`src/rtl/snes_pkg.sv`:
```
`default_nettype none
// ============================================================================
//  Module      : snes_pkg
//  Description : Shared constants, FSM state encoding and helper function for
//                the SNES controller poll scheduler.
//  Revision    : 1.0 - initial release
// ============================================================================
package snes_pkg;

    localparam int NUM_CTRL   = 4;
    localparam int BTN_W      = 12;
    localparam int CTRL_IDX_W = 2;
    localparam int RSP_W      = 2 * BTN_W;

    typedef enum logic [1:0] {
        ST_IDLE   = 2'd0,
        ST_RD     = 2'd1,
        ST_CAP    = 2'd2,
        ST_UPDATE = 2'd3
    } poll_state_t;

    // Buttons that went from released to pressed between two scans.
    function automatic logic [BTN_W-1:0] rise_edges(
        input logic [BTN_W-1:0] new_btn,
        input logic [BTN_W-1:0] old_btn
    );
        return new_btn & ~old_btn;
    endfunction

endpackage
`default_nettype wire

```
`src/rtl/snes_rr_arbiter.sv`:
```
`default_nettype none
// ============================================================================
//  Module      : snes_rr_arbiter
//  Description : Round-robin selector. Searches from pointer+1 (wrapping) for
//                the first asserted request; the pointer follows every
//                selection without waiting for an acknowledge.
//  Revision    : 1.0 - initial release
// ============================================================================
module snes_rr_arbiter #(
    parameter int NUM_REQ = 2
) (
    input  logic                       clk_i,
    input  logic                       rst_i,
    input  logic [NUM_REQ-1:0]         req_i,
    output logic [NUM_REQ-1:0]         sel_oh_o,
    output logic [$clog2(NUM_REQ)-1:0] nxt_ptr_o,
    output logic                       sel_valid_o
);

    localparam int IDX_W = $clog2(NUM_REQ);

    logic [IDX_W-1:0] ptr_q;
    logic [IDX_W-1:0] ptr_d;
    logic [IDX_W-1:0] w_cand;
    logic             w_found;

    // First asserted request after the pointer, wrapping modulo NUM_REQ.
    always_comb begin
        w_found = 1'b0;
        w_cand  = '0;
        ptr_d   = ptr_q;
        for (int k = 1; k <= NUM_REQ; k++) begin
            w_cand = IDX_W'((int'(ptr_q) + k) % NUM_REQ);
            if (!w_found && req_i[w_cand]) begin
                w_found = 1'b1;
                ptr_d   = w_cand;
            end
        end
    end

    assign sel_valid_o = w_found;
    assign nxt_ptr_o   = ptr_d;

    // One-hot form of the winning index.
    always_comb begin
        sel_oh_o = '0;
        if (w_found) begin
            sel_oh_o[ptr_d] = 1'b1;
        end
    end

    // Pointer register: moves to the winner on every selection.
    always_ff @(posedge clk_i or posedge rst_i) begin
        if (rst_i) begin
            ptr_q <= '0;
        end else begin
            ptr_q <= ptr_d;
        end
    end

endmodule
`default_nettype wire

```
`src/rtl/snes_poll_scheduler.sv`:
```
`default_nettype none
// ============================================================================
//  Module      : snes_poll_scheduler
//  Description : Periodically scans the four SNES controller ports, keeps
//                shadow button words and per-requester sticky "newly pressed"
//                flags, and serves them to NUM_REQ clients via round-robin
//                req/gnt. Optional change interrupt: SNES_CHANGE_IRQ_EN.
//  Revision    : 1.0 - initial release
// ============================================================================
module snes_poll_scheduler
    import snes_pkg::*;
#(
    parameter int POLL_PERIOD = 208333,
    parameter int NUM_REQ     = 2
) (
    input  logic                         sys_clk,
    input  logic                         sys_reset,
    output logic                         snes_read_enable,
    output logic [CTRL_IDX_W-1:0]        snes_address,
    input  logic [BTN_W-1:0]             snes_read_data,
    input  logic [NUM_REQ-1:0]           req,
    input  logic [CTRL_IDX_W*NUM_REQ-1:0] req_ctrl,
    output logic [NUM_REQ-1:0]           gnt,
    output logic                         rsp_valid,
    output logic [RSP_W-1:0]             rsp_data,
    output logic                         poll_done,
    output logic                         change_irq
);

    localparam int CNT_W = $clog2(POLL_PERIOD);
    localparam int IDX_W = $clog2(NUM_REQ);

    // ------------------------------------------------------------------
    // Period counter
    // ------------------------------------------------------------------
    logic [CNT_W-1:0] cnt_q;
    logic [CNT_W-1:0] cnt_d;
    logic             w_wrap;

    assign w_wrap = (cnt_q == CNT_W'(POLL_PERIOD - 1));
    assign cnt_d  = w_wrap ? '0 : cnt_q + 1'b1;

    // Free-running period counter, independent of the scan FSM.
    always_ff @(posedge sys_clk or posedge sys_reset) begin
        if (sys_reset) begin
            cnt_q <= '0;
        end else begin
            cnt_q <= cnt_d;
        end
    end

    // ------------------------------------------------------------------
    // Scan FSM
    // ------------------------------------------------------------------
    poll_state_t           state_q, state_d;
    logic [CTRL_IDX_W-1:0] idx_q, idx_d;
    logic                  rd_en_q, rd_en_d;
    logic [CTRL_IDX_W-1:0] addr_q, addr_d;
    logic                  done_q, done_d;

    // Next state plus next values of the registered interface outputs.
    always_comb begin
        state_d = state_q;
        idx_d   = idx_q;
        rd_en_d = 1'b0;
        addr_d  = '0;
        done_d  = 1'b0;
        case (state_q)
            ST_IDLE: begin
                if (w_wrap) begin
                    state_d = ST_RD;
                    idx_d   = '0;
                end
            end
            ST_RD: begin
                state_d = ST_CAP;
            end
            ST_CAP: begin
                if (idx_q == CTRL_IDX_W'(NUM_CTRL - 1)) begin
                    state_d = ST_UPDATE;
                end else begin
                    idx_d   = idx_q + 1'b1;
                    state_d = ST_RD;
                end
            end
            ST_UPDATE: begin
                state_d = ST_IDLE;
            end
            default: begin
                state_d = ST_IDLE;
            end
        endcase
        if (state_d == ST_RD) begin
            rd_en_d = 1'b1;
            addr_d  = idx_d;
        end
        done_d = (state_d == ST_UPDATE);
    end

    // State register and registered strobe/address/done outputs.
    always_ff @(posedge sys_clk or posedge sys_reset) begin
        if (sys_reset) begin
            state_q <= ST_IDLE;
            idx_q   <= '0;
            rd_en_q <= 1'b0;
            addr_q  <= '0;
            done_q  <= 1'b0;
        end else begin
            state_q <= state_d;
            idx_q   <= idx_d;
            rd_en_q <= rd_en_d;
            addr_q  <= addr_d;
            done_q  <= done_d;
        end
    end

    assign snes_read_enable = rd_en_q;
    assign snes_address     = addr_q;
    assign poll_done        = done_q;

    // ------------------------------------------------------------------
    // Shadow button registers
    // ------------------------------------------------------------------
    logic [BTN_W-1:0] new_btn_q [NUM_CTRL];
    logic [BTN_W-1:0] btn_q     [NUM_CTRL];

    // Collect the four scan words, then commit them together in UPDATE.
    always_ff @(posedge sys_clk or posedge sys_reset) begin
        if (sys_reset) begin
            for (int c = 0; c < NUM_CTRL; c++) begin
                new_btn_q[c] <= '0;
                btn_q[c]     <= '0;
            end
        end else begin
            if (state_q == ST_CAP) begin
                new_btn_q[idx_q] <= snes_read_data;
            end
            if (state_q == ST_UPDATE) begin
                for (int c = 0; c < NUM_CTRL; c++) begin
                    btn_q[c] <= new_btn_q[c];
                end
            end
        end
    end

    // ------------------------------------------------------------------
    // Arbitration and response
    // ------------------------------------------------------------------
    logic [NUM_REQ-1:0]    gnt_q;
    logic [IDX_W-1:0]      gidx_q;
    logic [CTRL_IDX_W-1:0] gctrl_q;
    logic [NUM_REQ-1:0]    w_sel_oh;
    logic [IDX_W-1:0]      w_sel_idx;
    logic                  w_sel_valid;
    logic [NUM_REQ-1:0]    w_req_masked;

    // The requester holding the grant sits out this cycle's arbitration.
    assign w_req_masked = req & ~gnt_q;

    snes_rr_arbiter #(
        .NUM_REQ (NUM_REQ)
    ) u_arb (
        .clk_i       (sys_clk),
        .rst_i       (sys_reset),
        .req_i       (w_req_masked),
        .sel_oh_o    (w_sel_oh),
        .nxt_ptr_o   (w_sel_idx),
        .sel_valid_o (w_sel_valid)
    );

    // Grant register; the controller index is captured at selection time.
    always_ff @(posedge sys_clk or posedge sys_reset) begin
        if (sys_reset) begin
            gnt_q   <= '0;
            gidx_q  <= '0;
            gctrl_q <= '0;
        end else begin
            gnt_q <= w_sel_oh;
            if (w_sel_valid) begin
                gidx_q  <= w_sel_idx;
                gctrl_q <= req_ctrl[{w_sel_idx, 1'b0} +: CTRL_IDX_W];
            end
        end
    end

    // ------------------------------------------------------------------
    // Sticky pressed flags
    // ------------------------------------------------------------------
    logic [BTN_W-1:0] pressed_q [NUM_REQ][NUM_CTRL];
    logic [BTN_W-1:0] pressed_d [NUM_REQ][NUM_CTRL];
    logic [BTN_W-1:0] w_edge    [NUM_CTRL];

    // New edges OR in on UPDATE; a grant clears its entry, but an edge
    // arriving in the same cycle survives the clear.
    always_comb begin
        for (int c = 0; c < NUM_CTRL; c++) begin
            w_edge[c] = (state_q == ST_UPDATE) ? rise_edges(new_btn_q[c], btn_q[c]) : '0;
        end
        for (int r = 0; r < NUM_REQ; r++) begin
            for (int c = 0; c < NUM_CTRL; c++) begin
                if (gnt_q[r] && (gctrl_q == CTRL_IDX_W'(c))) begin
                    pressed_d[r][c] = w_edge[c];
                end else begin
                    pressed_d[r][c] = pressed_q[r][c] | w_edge[c];
                end
            end
        end
    end

    // Pressed-flag storage.
    always_ff @(posedge sys_clk or posedge sys_reset) begin
        if (sys_reset) begin
            for (int r = 0; r < NUM_REQ; r++) begin
                for (int c = 0; c < NUM_CTRL; c++) begin
                    pressed_q[r][c] <= '0;
                end
            end
        end else begin
            pressed_q <= pressed_d;
        end
    end

    // Response mux reads pre-update values during the grant cycle.
    assign gnt       = gnt_q;
    assign rsp_valid = |gnt_q;
    assign rsp_data  = rsp_valid ? {pressed_q[gidx_q][gctrl_q], btn_q[gctrl_q]} : '0;

    // ------------------------------------------------------------------
    // Change interrupt
    // ------------------------------------------------------------------
`ifdef SNES_CHANGE_IRQ_EN
    logic irq_q;
    logic w_any_change;

    // Any controller word differs from its shadow.
    always_comb begin
        w_any_change = 1'b0;
        for (int c = 0; c < NUM_CTRL; c++) begin
            if (new_btn_q[c] != btn_q[c]) begin
                w_any_change = 1'b1;
            end
        end
    end

    // Level set by a changing UPDATE, cleared after any grant; set wins.
    always_ff @(posedge sys_clk or posedge sys_reset) begin
        if (sys_reset) begin
            irq_q <= 1'b0;
        end else if ((state_q == ST_UPDATE) && w_any_change) begin
            irq_q <= 1'b1;
        end else if (|gnt_q) begin
            irq_q <= 1'b0;
        end
    end

    assign change_irq = irq_q;
`else
    assign change_irq = 1'b0;
`endif

endmodule
`default_nettype wire

```
`config.mk`:
```
export PLATFORM = sky130hd
export DESIGN_NAME = snes_poll_scheduler
export DESIGN_NICKNAME = d
export VERILOG_FILES = /design/src/rtl/snes_pkg.sv /design/src/rtl/snes_rr_arbiter.sv /design/src/rtl/snes_poll_scheduler.sv
export SDC_FILE = /design/constraint.sdc
export NUM_CORES = 1
export LEC_CHECK = 0
export ABC_AREA = 1
export CORE_MARGIN = 4
export CORE_UTILIZATION = 35
export DETAILED_ROUTE_END_ITERATION = 12
export PLACE_DENSITY_LB_ADDON = 0.1
export SLEW_MARGIN = 0
export SYNTH_ARGS = -nofsm -noshare
export SYNTH_HDL_FRONTEND = slang
export SYNTH_SLANG_ARGS = --single-unit
```
`constraint.sdc`:
```
create_clock -name sys_clk -period 10.65 [get_ports sys_clk]
set_input_delay 3.195 -clock sys_clk [delete_from_list [all_inputs] [get_ports sys_clk]]
set_output_delay 3.195 -clock sys_clk [all_outputs]
set_load 0.05 [all_outputs]
```
## Word level (Yosys, flattened, before mapping)

Cells that the tools add are included.

| storage, ports and cells | value |
|---|---|
| flip-flop bits (word level) | 224 |
| input port bits | 20 |

| operators by class | value |
|---|---|
| $lt $le $gt $ge | 8 |
| reductions and logical operators | 15 |
| add/subtract/negate cells | 4 |
| shift operators | 1 |
| eq/ne operators | 10 |
| bitwise gates (word level) | 21 |
| multiplexer cells | 45 |

Operators with widths:

| kind | number |
|---|---|
| 12-bit 2-to-1 mux | 17 |
| 48-bit 2-to-1 mux | 3 |
| 12-bit OR | 8 |
| 12-bit bitwise AND | 4 |
| 12-bit binary-select mux with 2-bit select | 2 |
| 48-bit bitwise mux | 1 |
| 12-bit NOT | 4 |
| 12-bit demux with 2-bit select | 1 |
| 24-bit 2-to-1 mux | 1 |
| 18-bit by 1-bit adder with 18-bit output (second input constant) | 1 |
| 18-bit == test (second input constant) | 1 |
| 18-bit 2-to-1 mux | 1 |
| 2-bit == test (second input constant) | 6 |
| 2-bit 2-to-1 mux | 6 |
| 1-bit logical AND | 11 |
| 1-bit 2-to-1 mux | 10 |
| 2-bit case mux with 4 select lines | 1 |
| 2-bit by 1-bit == test with 1-bit output (second input constant) | 3 |
| 3-bit greater-or-equal comparator (second input constant) | 2 |
| 1-bit by 2-bit less-than comparator with 1-bit output (second input constant) | 3 |
| 2-bit NOT with 3-bit output | 2 |
| 2-bit zero test | 2 |
| 2-bit case mux with 2 select lines | 1 |
| 4-bit by 3-bit variable part select with 2-bit output | 1 |
| other kinds (11) | 12 |

## Longest topological paths before layout

Gate-level depths: netlist (run 1).

| logic depth | value |
|---|---|
| word-level depth | 13 |
| mapped depth | 9 |
| gate-level depth less buffers | 9 |

## Modules after synthesis

A second synthesis (run 1) with hierarchy kept.

| second synthesis, totals | value |
|---|---|
| cell total of the unflattened synthesis | 1145 |
| area total of the unflattened synthesis | 9905.8 µm² |

By module, submodules not included:

| module | cells each | sequential area each (µm²) | area each (µm²) | instances |
|---|---|---|---|---|
| snes_poll_scheduler | 1134 | 5580.4 | 9840.7 | 1 |
| snes_rr_arbiter | 11 | 25.0 | 65.1 | 1 |

## Worst setup path after synthesis (run 1)

Ideal clock, no wire load.

| timing path | value |
|---|---|
| kind | reg-to-output |
| from | register gnt_q[0], in the netlist gnt[0] |
| to | output port rsp_data[16] |
| path buffers | 1 |
| data required time | 7.455 ns |
| slack | 5.563 ns |
| cell stages (with the launch flop) | 4 |
| data arrival time | 1.892 ns |
| cells stage by stage | dfrtp_1 > nor2_1 > clkbuf_1 > a31oi_1 |

| on the way | value |
|---|---|
| longest elaborated chain between the ends | 2 |

RTL lines:

| element | RTL line | source |
|---|---|---|
| from (decl) | snes_poll_scheduler.sv:149 | `logic [NUM_REQ-1:0] gnt_q;` |
| from (signal assigned) | snes_poll_scheduler.sv:178 | `gnt_q <= w_sel_oh;` |
| 2-bit OR reduction | snes_poll_scheduler.sv:225 | `assign rsp_valid = \|gnt_q;` |
| 24-bit 2-to-1 mux | snes_poll_scheduler.sv:226 | `assign rsp_data = rsp_valid ? {pressed_q[gidx_q][gctrl_q], btn_q[gctrl_q]} : '0;` |
| to (decl) | snes_poll_scheduler.sv:25 | `output logic [RSP_W-1:0] rsp_data,` |

No other way between the ends.

## Worst setup path after layout (run 1)

| timing path | value |
|---|---|
| from | register gidx_q |
| to | output port rsp_data[22] |

| on the way | value |
|---|---|
| longest elaborated chain between the ends | 8 |

RTL lines:

| element | RTL line | source |
|---|---|---|
| from (decl) | snes_poll_scheduler.sv:150 | `logic [IDX_W-1:0] gidx_q;` |
| from (signal assigned) | snes_poll_scheduler.sv:180 | `gidx_q <= w_sel_idx;` |
| 1-bit NOT with 2-bit output (implied by the code) | snes_poll_scheduler.sv:226 |  |
| 48-bit 2-to-1 mux (implied by the code) (3 in series) | snes_poll_scheduler.sv:226 |  |
| 12-bit binary-select mux with 2-bit select | snes_poll_scheduler.sv:226 |  |
| 12-bit 2-to-1 mux (implied by the code) (2 in series) | snes_poll_scheduler.sv:226 |  |
| 24-bit 2-to-1 mux | snes_poll_scheduler.sv:226 |  |

No other way between the ends. The select of a mux whose other input is x is not followed.

==> results.yml, run 1 <==
power_and_ir_drop:
  pwr_density_cell_nw_per_um2: 197
  leakagePower_nw: 5.44
  irDropWorstVdd_uv: 128
  p_total_w: 0.00225
synth:
  synth.area.top_cells: "dfrtp_1 57%, o21ai_0 10%, nand2_1 8.8%"
  synth_cell_types: 33
  synth_top_area_cell: "dfrtp_1"
  synth.avg_cell_area_um2: 8.62
  synth.top_cell.area_share: 0.567
  ys_ff_latch: 224
  synth_cells: 1146
  netlist_area_um2: 9880
  seq_area_frac_synth: 0.567
  yosysWarnings: 0
  synth_nets: 1168
hold_path:
  min_path_type: "reg2reg"
  worst_hold_startpoint: "pressed_q[51]"
  worstHoldEndpoint: "pressed_q[51]"
  holdPathStages: 2
place:
  dp.cells: 1523
  post-dp-hpwl_um: 17700
  port_buffers: 50
  gp_congestion: 0.797
clock_tree:
  clk_latency_ps: 520
  clk_pin_slew_worst_paths_ps: 60
  cts_buffers: 25
  postCtsSetupRepairBufs: 0
  postCtsResizedCells: 0
  clock_sinks: 224
  cts_tree: "done"
  root_buffer: "clkbuf_16"
  htreeDepth: 1
  cts_buffer_depth: 3
  postCtsHoldBufs: 0
critical_path:
  critPathArrivalTime_ps: 3370
  cp.required_ps: 7460
  reg2reg_slack_ps: 8340
  path_cells: "buf_4 > inv_1 > a21oi_1 > o21ai_0 > a31oi_1 > clkdlybuf4s50_1"
  critPathMaxStageDelay_ps: 830
  r2r-end: "pressed_q[89]"
  cp_top_family: "buffers and inverters"
  rr_startpoint: "state_q[0]"
  reg2regPathDepth: 5
  cp_slowest_cell: "clkdlybuf4s50_1"
  startpoint_type: "flop"
  crit_fanout: 73
  worstSetupEndpointType: "output pin"
  critPathKind: "reg2out"
  cp.buffers_inverters: 3
routing:
  ant_nets: 0
  firstDrtPassIters: 5
  drc: 0
  route.vias.total: 7607
  finalWirelength_um: 26900
  drt_iter0_drc: 516
  wl_per_cell_um: 17.2
  avgViaCountPerCell: 4.85
grt:
  grtUsageMet1: 0.264
  grt_antenna_before_repair: 0
  grt_pass1_vias: 7572
  gr-total-overflow: 0
  grtUsageMet3: 0.0210
  busiest_layer: "met2"
  grt_usage: 0.177
  grt_max_degree: 83
  use_met2: 0.280
  grt_pass1_wl_um: 43400
final_layout:
  insertedDiodeCount: 0
  nets: 1194
  multi_input_area_um2: 3360
  drive_gt1_frac: 0.0580
  seqCellArea_um2: 5610
  post-route-util: 0.412
  area_growth_pct: 15.8
  fill_cells: 2863
  finalNonFillerCells: 1568
die:
  initial_core_util: 0.356
  ios: 52
  die_h_um: 176
  die_w_um: 176
  core_um2: 27800
  die-area_um2: 31000
  placementRows: 61
flow_run:
  drv_cap: 0
timing:
  worst_pin_slew_ps: 1020
  fmax_mhz: 152
  grt_setup_unrepaired: "false"
  skew_ps: 15.6
  setup_tns_ps: 0
  slew_headroom: 0.315
  drv_slew: 0
  setup_violations: 0
  hold_viol_final: 0
  period_share: 0.617
  min_period_ps: 6570
outcome:
  status: "completed"
-- state kept, by name, indices dropped and copies added, names as in the netlist --
signal,count
pressed_q,96
btn_q,48
new_btn_q,48
cnt_q,18
gctrl_q,2
gnt,2
idx_q,2
snes_address,2
state_q,2
gidx_q,1
poll_done,1
snes_read_enable,1
u_arb.ptr_q,1
-- Yosys cell counts --
cell type and instances:
o211ai_1 26, xnor2_1 1, o211a_1 1, ha_1 2, a21oi_1 25, o22ai_2 2, buf_4 3, o21bai_1 1
clkbuf_1 24, o21ai_0 207, a21boi_0 1, nor2_2 3, buf_1 3, nor3_1 6, inv_1 154, nor4_2 1
o22ai_1 22, dfrtp_1 224, clkbuf_2 2, o21ai_1 11, nand3_1 62, nand4_1 5, nor2_1 66, nand2_4 1
nand2_2 1, buf_2 20, inv_2 9, xor2_1 8, conb_1 1, a31oi_1 13, nand2_1 232, buf_6 6
nor2_4 3
-- layout make-up --
cell class | count | area share
timing repair buffer | 57 | 0.0483
multi-input combinational | 701 | 0.294
clock inverter | 5 | 0.00437
tap | 378 | 0.0413
inverter | 163 | 0.0544
sequential | 224 | 0.490
clock buffer | 40 | 0.0675
-- how the worst max path moves through the flow --
stage          slack [ps]       from            to  depth (start not counted)
2_1_floorplan        1320  sys_reset      btn_q[0]                          1
3_3_place_gp         4740     gidx_q  rsp_data[22]                          6
3_5_place_dp         4650     gidx_q  rsp_data[22]                          6
4_1_cts              4100     gidx_q  rsp_data[22]                          6
5_1_grt              3820     gidx_q  rsp_data[22]                          6
6_report             4080     gidx_q  rsp_data[22]                          6
-- report_power, final --
| group | total, W | leakage (nW) | switching, W | internal [W] |
|---|---|---|---|---|
| clock network | 0.000859 | 0.410 | 0.000342 | 0.000517 |
| logic | 0.000515 | 2.18 | 0.000400 | 0.000114 |
| registers | 0.000874 | 2.85 | 0.0000131 | 0.000861 |
-- through the flow --
step                      setup WS (ps)  area [µm²]  hold WS [ps]
final                              4080       11400           497
after global routing               3820       11400           518
after CTS                          4100       11400           496
after detailed placement           4650       10600           483
after global placement             4740       10600           479
after floorplan                    1320        9880           458
-- placed cells by master, fill, tap and decap left out, types with 7 or more instances in the layout --
master           synthesis  final
buf_4                    3      7
xor2_1                   8      8
clkbuf_16                0     25
clkdlybuf4s50_1          0     50
dfrtp_1                224    223
o21ai_0                207    207
o21ai_1                 11     11
o211ai_1                26     26
o22ai_1                 22     22
nor2_1                  66     65
inv_2                    9      8
a31oi_1                 13     13
clkbuf_8                 0      9
a21oi_1                 25     25
nand2_1                232    232
inv_1                  154    153
nand3_1                 62     62
-- tightest hold or removal path: stages, from the launching register on --
cell     delay (ps)
dfrtp_1         330
o21ai_0          80
nand2_1          60
-- logic make-up (layout without fill, tap and decap cells) --
logic type	after synthesis	count (layout)	share of synthesized area
fa+ha+maj	2	2	0.00253
compound gates	309	309	0.170
xor+xnor	9	9	0.00798
simple gates	380	380	0.159
other cells	1	1	0.000380
flops	224	224	0.567
buf+inv	221	265	0.0925
-- metal layers --
metal | vias up | wire (µm)
met2 | 112 | 12100
met3 | 33 | 881
met1 | 3684 | 13600
met5 | - | 0
li1 | 3778 | -
met4 | 0 | 410
(Power assumes the default switching activity.)
==> inputs of run 2 (changes only) <==
==> constraint.sdc (replaced) <==
create_clock -name sys_clk -period 6.9 [get_ports sys_clk]
set_input_delay 2.07 -clock sys_clk [delete_from_list [all_inputs] [get_ports sys_clk]]
set_output_delay 2.07 -clock sys_clk [all_outputs]
set_load 0.05 [all_outputs]
==> results.yml, run 2 (synthesis gave the netlist of run 1 again) <==
flow_run:
  drv_cap: 0
timing:
  drv_slew: 0
  min_period_ps: 5200
  whs_ps: 492
  slew_headroom: 0.313
  setup_tns_ps: 0
  setup_violations: 0
  worst_slack_ps: 1700
  grt_setup_unrepaired: "false"
  worst_pin_slew_ps: 1030
  period_share: 0.754
  skew_ps: 12.8
  fmax_mhz: 192
  hold_viol_final: 0
clock_tree:
  cts_buffer_depth: 3
  cts_tree: "done"
  clock_sinks: 224
  htreeDepth: 1
  cts_buffers: 26
  postCtsHoldBufs: 0
  postCtsResizedCells: 0
  root_buffer: "clkbuf_16"
  postCtsSetupRepairBufs: 0
  clk_latency_ps: 530
  clk_pin_slew_worst_paths_ps: 60
die:
  die-area_um2: 31000
  die_w_um: 176
  placementRows: 61
  die_h_um: 176
  initial_core_util: 0.356
  core_um2: 27800
  ios: 52
grt:
  grt_max_degree: 165
  grt_pass1_vias: 7447
  grt_usage: 0.176
  gr-total-overflow: 0
  grt_antenna_before_repair: 0
  grt_pass1_wl_um: 43300
routing:
  route.vias.total: 7636
  drc: 0
  wl_per_cell_um: 17.2
  ant_nets: 0
  drt_iter0_drc: 582
  firstDrtPassIters: 6
  finalWirelength_um: 26900
  avgViaCountPerCell: 4.87
place:
  post-dp-hpwl_um: 17800
  gp_congestion: 0.805
  place_ws_ps: 2280
  dp.cells: 1521
  port_buffers: 50
final_layout:
  final_common_cell: "nand2_1"
  insertedDiodeCount: 0
  largest-register: "pressed_q"
  drive_gt1_frac: 0.0605
  reg_top3: "pressed_q x96, btn_q x48, new_btn_q x48"
  largest_register_ffs: 96
  fill_cells: 2855
  finalNonFillerCells: 1569
  area_growth_pct: 17.0
  layout_common_cells: "232 x nand2_1, 223 x dfrtp_1, 207 x o21ai_0"
  nets: 1193
critical_path:
  reg2reg_slack_ps: 4590
  startpoint_type: "flop"
  crit_fanout: 25
  r2r-end: "pressed_q[89]"
  reg2regPathDepth: 5
  worstSetupEndpointType: "output pin"
  critPathKind: "reg2out"
  critPathArrivalTime_ps: 3130
  cp.required_ps: 4830
  rr_startpoint: "state_q[0]"
power_and_ir_drop:
  p_total_w: 0.00365
  irDropWorstVdd_uv: 143
  leakagePower_nw: 5.49
  pwr_density_cell_nw_per_um2: 316
outcome:
  status: "completed"
hold_path:
  holdPathStages: 2
  worstHoldEndpoint: "pressed_q[51]"
  worst_hold_startpoint: "pressed_q[51]"
  min_path_type: "reg2reg"
run 2: worst max-delay path: stages (launching register included):
cell and delay, ps:
dfrtp_1 470, inv_2 90, nor2_4 310, inv_2 350, o22ai_1 200, nor2_1 70
nor2_1 230, clkdlybuf4s50_1 870
run 2: layer usage:
layer / GRT usage / up-vias / wire (µm) / share of wire
met3: 0.0248 / 27 / 1150 / 0.043
met5: 0 / - / 0 / 0
met4: 0.0374 / 0 / 433 / 0.016
met1: 0.270 / 3697 / 13800 / 0.51
li1: - / 3772 / - / -
met2: 0.265 / 140 / 11600 / 0.43
run 2: area by class of cell:
class / count / area [µm²] / share of cell area
timing repair buffer: 55 / 551 / 0.0476
sequential: 224 / 5610 / 0.485
clock inverter: 15 / 230 / 0.0199
inverter: 163 / 618 / 0.0535
tap: 378 / 473 / 0.0409
multi-input combinational: 701 / 3360 / 0.291
clock buffer: 33 / 718 / 0.0621
run 2: stage by stage:
step / area [µm²] / utilization
after global routing: 11600 / 0.416
after floorplan: 9880 / -
final: 11600 / 0.416
after CTS: 11600 / 0.416
after detailed placement: 10600 / 0.382
after global placement: 10600 / 0.382
run 2: worst max-delay path by stage:
stage | start | endpoint
2_1_floorplan | sys_reset | btn_q[0]
3_3_place_gp | gctrl_q[1] | rsp_data[7]
3_5_place_dp | gctrl_q[1] | rsp_data[7]
4_1_cts | gctrl_q[1] | rsp_data[7]
5_1_grt | gctrl_q[0] | rsp_data[7]
6_report | gctrl_q[1] | rsp_data[7]
run 2: where the power goes:
part           leakage [nW]  internal (W)  switching [W]
logic                  2.17      0.000176       0.000611
clock network         0.464      0.000959       0.000555
registers              2.85       0.00133      0.0000207
